==> src/rtl/arm_isa_pkg.sv <==
// Shared ISA definitions for the instruction encoder slice.
// Contents: op-class encodings (req_kind), DP command codes, fixed opcode
// fields for memory/branch words, the instruction FIFO depth, and a helper
// that classifies DP commands as legal or illegal.
package arm_isa_pkg;

  typedef enum logic [1:0] {
    DP  = 2'b00,
    MEM = 2'b01,
    BR  = 2'b10,
    ILL = 2'b11
  } op_class_e;

  typedef enum logic [3:0] {
    AND    = 4'b0000,
    SUB    = 4'b0010,
    ORR    = 4'b0011,
    ADD    = 4'b0100,
    XOR    = 4'b0101,
    FADD   = 4'b0110,
    FMUL   = 4'b0111,
    VADD   = 4'b1000,
    VSUB   = 4'b1001,
    VAND   = 4'b1010,
    VORR   = 4'b1011,
    VADDFP = 4'b1100,
    MOVIDX = 4'b1101,
    MOV    = 4'b1110,
    VXOR   = 4'b1111
  } cmd_e;

  localparam int unsigned FIFO_DEPTH = 4;

  // Fixed fields inside memory and branch words
  localparam logic [3:0] MEM_FUNCT = 4'b1100;
  localparam logic [3:0] BR_OP     = 4'b1010;

  // Code 0001 is not in cmd_e and always falls to the illegal default.
  function automatic logic dp_cmd_legal(input logic [3:0] cmd, input logic vec_en);
    logic ok;
    ok = 1'b0;
    case (cmd)
      AND, SUB, ORR, ADD, XOR, FADD, FMUL, MOV:       ok = 1'b1;
      VADD, VSUB, VAND, VORR, VADDFP, MOVIDX, VXOR:   ok = vec_en;
      default:                                        ok = 1'b0;
    endcase
    return ok;
  endfunction

endpackage

==> src/rtl/instr_fifo.sv <==
// Instruction FIFO: DEPTH entries of WIDTH bits, first-word-fall-through
// head output (dout is the head entry whenever empty is low).
// Ports:
//   clk, reset      - clock, synchronous active-high reset (empties FIFO)
//   push, din       - write request and data; ignored when full
//   pop             - read request; ignored when empty
//   dout            - head entry
//   full, empty     - status flags
//   level           - occupancy 0..DEPTH
// DEPTH must be a power of two so the pointers wrap naturally.
module instr_fifo
  import arm_isa_pkg::*;
#(
  parameter int unsigned DEPTH = FIFO_DEPTH,
  parameter int unsigned WIDTH = 32,
  parameter int unsigned AW    = $clog2(DEPTH),
  parameter int unsigned LW    = $clog2(DEPTH + 1)
) (
  input  logic             clk,
  input  logic             reset,
  input  logic             push,
  input  logic [WIDTH-1:0] din,
  input  logic             pop,
  output logic [WIDTH-1:0] dout,
  output logic             full,
  output logic             empty,
  output logic [LW-1:0]    level
);

  logic [WIDTH-1:0] mem [DEPTH];
  logic [AW-1:0]    wptr, rptr;
  logic [LW-1:0]    count;
  logic             do_push, do_pop;

  assign full    = (count == LW'(DEPTH));
  assign empty   = (count == '0);
  assign do_push = push && !full;
  assign do_pop  = pop && !empty;
  assign dout    = mem[rptr];
  assign level   = count;

  always_ff @(posedge clk) begin
    if (do_push) mem[wptr] <= din;
  end

  always_ff @(posedge clk) begin
    if (reset) begin
      wptr  <= '0;
      rptr  <= '0;
      count <= '0;
    end else begin
      if (do_push) wptr <= wptr + AW'(1);
      if (do_pop)  rptr <= rptr + AW'(1);
      if (do_push && !do_pop)      count <= count + LW'(1);
      else if (do_pop && !do_push) count <= count - LW'(1);
    end
  end

endmodule

==> src/rtl/instr_encoder.sv <==
// Instruction encoder: accepts decoded request fields, checks legality,
// builds the 32-bit instruction word and queues it in a 4-entry FIFO.
// iw_addr tracks the byte address of the head word (+4 per pop).
// Ports:
//   clk, reset                    - clock, synchronous active-high reset
//   req_valid/req_ready           - request handshake (ready = FIFO not full)
//   req_kind, req_cmd, req_s, req_imm, req_cond,
//   req_rn, req_rd, req_src2, req_off - request fields
//   iw_valid/iw_ready, iw_data    - encoded word output handshake
//   iw_addr                       - instruction-memory byte address of head
//   err                           - one-cycle pulse after an illegal request
//   level                         - FIFO occupancy 0..4
// Build option: define VEC_EN to accept vector DP commands.
module instr_encoder
  import arm_isa_pkg::*;
(
  input  logic        clk,
  input  logic        reset,
  input  logic        req_valid,
  output logic        req_ready,
  input  logic [1:0]  req_kind,
  input  logic [3:0]  req_cmd,
  input  logic        req_s,
  input  logic        req_imm,
  input  logic [3:0]  req_cond,
  input  logic [3:0]  req_rn,
  input  logic [3:0]  req_rd,
  input  logic [11:0] req_src2,
  input  logic [23:0] req_off,
  output logic        iw_valid,
  input  logic        iw_ready,
  output logic [31:0] iw_data,
  output logic [31:0] iw_addr,
  output logic        err,
  output logic [2:0]  level
);

`ifdef VEC_EN
  localparam logic VEC = 1'b1;
`else
  localparam logic VEC = 1'b0;
`endif

  logic        full, empty;
  logic        hs, legal, push, pop;
  logic [31:0] word;

  assign req_ready = !full;
  assign iw_valid  = !empty;
  assign hs        = req_valid && req_ready;
  assign push      = hs && legal;
  assign pop       = iw_valid && iw_ready;

  always_comb begin
    word  = '0;
    legal = 1'b0;
    case (op_class_e'(req_kind))
      DP: begin
        word  = {req_cond, 2'b00, req_imm, req_cmd, req_s, req_rn, req_rd, req_src2};
        legal = dp_cmd_legal(req_cmd, VEC);
      end
      MEM: begin
        word  = {req_cond, 2'b01, req_imm, MEM_FUNCT, req_s, req_rn, req_rd, req_src2};
        legal = 1'b1;
      end
      BR: begin
        word  = {req_cond, BR_OP, req_off};
        legal = 1'b1;
      end
      default: begin
        word  = '0;
        legal = 1'b0;
      end
    endcase
  end

  always_ff @(posedge clk) begin
    if (reset) begin
      err     <= 1'b0;
      iw_addr <= '0;
    end else begin
      err <= hs && !legal;
      if (pop) iw_addr <= iw_addr + 32'd4;
    end
  end

  instr_fifo #(
    .DEPTH (FIFO_DEPTH),
    .WIDTH (32)
  ) u_fifo (
    .clk   (clk),
    .reset (reset),
    .push  (push),
    .din   (word),
    .pop   (pop),
    .dout  (iw_data),
    .full  (full),
    .empty (empty),
    .level (level)
  );

endmodule

==> config.mk <==
export PLATFORM = sky130hd
export DESIGN_NAME = instr_encoder
export DESIGN_NICKNAME = d
export VERILOG_FILES = /design/src/rtl/arm_isa_pkg.sv /design/src/rtl/instr_fifo.sv /design/src/rtl/instr_encoder.sv
export SDC_FILE = /design/constraint.sdc
export NUM_CORES = 1
export LEC_CHECK = 0
export ABC_AREA = 1
export BUFFER_PORTS_ARGS = -buffer_cell sky130_fd_sc_hd__buf_2
export CAP_MARGIN = 10
export CORE_MARGIN = 1
export CORE_UTILIZATION = 26
export CTS_BUF_LIST = sky130_fd_sc_hd__clkbuf_2
export DETAILED_ROUTE_END_ITERATION = 8
export SLEW_MARGIN = 20
export SYNTH_ARGS = -nofsm -noshare
export SYNTH_HDL_FRONTEND = slang
export SYNTH_SLANG_ARGS = --single-unit
==> constraint.sdc <==
create_clock -name clk -period 3.6 [get_ports clk]
set_clock_uncertainty 0.05 [all_clocks]
set_input_delay 0.72 -clock clk [delete_from_list [all_inputs] [get_ports clk]]
set_output_delay 0.72 -clock clk [all_outputs]
set_load 0.02 [all_outputs]
==> impl_metrics.json <==
{
  "hold_viol": 0,
  "layout-drive-gt1-share": 0.218,
  "async_reset_ff_frac": 0,
  "tightest_slew_ns": 0.828,
  "post_dp_cell_area_um2": 8600,
  "critical_path_required_ns": 2.83,
  "core-area_um2": 28000,
  "max_stage_delay_ns": 0.53,
  "cts_buffer_depth": 2,
  "ys_ff_latch": 168,
  "crit_fanout": 64,
  "fin_setup_tns_ns": 0,
  "root_buffer": "clkbuf_2",
  "synthCells": 748,
  "fmax_mhz": 319,
  "grt_max_degree": 65,
  "syn_to_final_growth_pct": 18.5,
  "power.total_mw": 4.62,
  "antenna_found_initial": 2,
  "synth_most_common_cell": "edfxtp_1",
  "final_cells": 1267,
  "start_util": 0.267,
  "dieArea_um2": 29400,
  "clk_latency_ns": 0.71,
  "grt_pass1_wl_mm": 28.0,
  "gp_congestion": 0.789,
  "die_x_um": 172,
  "cts_buffers": 17,
  "fillCellCount": 2949,
  "drc": 0,
  "first_pass_iters": 5,
  "synth-edff-count": 128,
  "cts_sinks": 168,
  "finalCriticalPeriod_ns": 3.13,
  "fin_util": 0.316,
  "ys.warnings.count": 0,
  "yosysUniqueCellTypes": 38,
  "peakVddDrop_v": 0.000271,
  "rsz0062_at_grt": "no",
  "grt_pass1_vias": 5183,
  "min-delay-path-class": "input port to flip-flop",
  "vias": 5561,
  "routed_wl_mm": 18.3,
  "drtAntennaViolNets": 0,
  "finalNetCount": 948,
  "slowest_stage": "buf_4",
  "io_buffers": 127,
  "grt_util_all_layers": 0.126,
  "crit_type": "flip-flop to output pin",
  "synth_top_flop_cell": "edfxtp_1",
  "die_h_um": 172,
  "drt_iter0_markers": 437,
  "multi_input_area_um2": 2380,
  "cp-end-kind": "output pin",
  "cts_setup_buffers": 0,
  "critPathArrivalTime_ns": 2.36,
  "synth_common_cells": "edfxtp_1 (128), nor2_1 (124), nand2_1 (103)",
  "pwr_density_cell_nw_per_um2": 521,
  "yosysTopAreaCell": "edfxtp_1",
  "cts_hold_buffers": 0,
  "cap_violations": 0,
  "placed_cells": 1234,
  "htreeDepth": 4,
  "avgSynthCellArea_um2": 9.99,
  "critPathLaunchType": "flip-flop",
  "io_pins": 130,
  "p_leak_nw": 3.63,
  "seq_area_um2": 4650,
  "dp_hpwl_mm": 11.9,
  "yosysSeqAreaShare": 0.622,
  "syn-cell-area_um2": 7470,
  "slew_headroom": 0.447,
  "wl_per_cell_um": 14.4,
  "outcome": "completed",
  "cts_tree": "done",
  "design_area_um2": 8860,
  "setup_viol": 0,
  "yosysTopAreaCellShare": 0.514,
  "worstPathCellList": "buf_4, o21ai_0, o22ai_1, buf_2",
  "rows": 61,
  "viasPerCell": 4.39,
  "timing.final.crit_share": 0.870,
  "maxSlewViolCount": 0,
  "synth_area_leaders": "edfxtp_1 (51%), dfxtp_1 (11%), nor2_1 (6.2%)",
  "path_clk_slew_ns": 0.25,
  "cts_resized": 0,
  "overflow": 0
}
final timing paths:
kind                        start           endpoint  slack (ns)  depth (start not counted)
hold reg to reg    u_fifo.rptr[0]          flip-flop        0.42                          1
setup reg to reg  u_fifo.level[1]    u_fifo.level[2]        1.26                         11
hold / removal        req_cond[0]  u_fifo.mem[3][28]        0.31                          3
setup / recovery        flip-flop        iw_data[22]        0.47                          4
worst max-delay path: cells and delay by family, from the launching register on:
kind                   cells  cell delay [ns]
AO/OA/AOI/OAI              2             0.49
flip-flops                 1             0.39
buffers and inverters      2             0.77
layout by cell type (no fill, tap or decap), drive strengths merged, types with 5 or more instances in the layout:
| cell type | instances |
|---|---|
| a22o | 22 |
| nor2 | 129 |
| nand2 | 108 |
| clkbuf | 19 |
| nand4 | 15 |
| o22ai | 32 |
| edfxtp | 128 |
| o21bai | 8 |
| nand3 | 13 |
| a21oi | 22 |
| clkinv | 5 |
| ha | 12 |
| buf | 139 |
| inv | 98 |
| o21ai | 78 |
| dfxtp | 40 |
| nor3 | 7 |
report_power, final:
| group | switching [mW] | leakage, nW | internal [mW] |
|---|---|---|---|
| clock network | 0.712 | 0.155 | 0.348 |
| logic | 0.908 | 1.97 | 0.384 |
| registers | 0.0574 | 1.50 | 2.21 |
| total | 1.68 | 3.63 | 2.94 |
metal layers:
layer | vias to the layer above | GRT usage | routed length, µm
li1 | 2812 | - | -
met1 | 2578 | 0.159 | 8280
met2 | 160 | 0.211 | 8680
met3 | 9 | 0.0364 | 1250
met4 | 2 | 0.0256 | 75
met5 | - | 0 | 17
cell type report:
type                       instances  area share
sequential                       168       0.525
multi-input combinational        456       0.269
timing repair buffer             139      0.0848
tap                              378      0.0534
inverter                          93      0.0394
clock inverter                    13      0.0179
clock buffer                      19      0.0107
antenna                            1    0.000283
metrics by stage:
| step | worst slack (ns) | hold WS (ns) |
|---|---|---|
| 3_3_place_gp | 0.559 | 0.407 |
| 2_1_floorplan | 0.137 | 0.386 |
| 6_report | 0.467 | 0.311 |
| 3_5_place_dp | 0.505 | 0.410 |
| 4_1_cts | 0.327 | 0.220 |
| 5_1_grt | 0.227 | 0.204 |
registers in the layout, indices dropped and copies added, names as in the netlist, named ones only:
name,cells
u_fifo.level,3
u_fifo.wptr,2
err,1
u_fifo.mem,128
u_fifo.rptr,2
iw_addr,30
cell families (layout without fill, tap and decap cells):
| logic type | after synthesis | count (layout) | share of synthesized area |
|---|---|---|---|
| xor gates and xnor gates | 1 | 1 | 0.00117 |
| adders and majority gates | 13 | 13 | 0.0228 |
| and+or+nand+nor | 275 | 275 | 0.158 |
| other | 1 | 3 | 0.000502 |
| DFF | 168 | 168 | 0.622 |
| AOI/OAI and AO/OA | 165 | 165 | 0.132 |
| buffers and inverters | 125 | 264 | 0.0641 |
(Power assumes the default switching activity.)
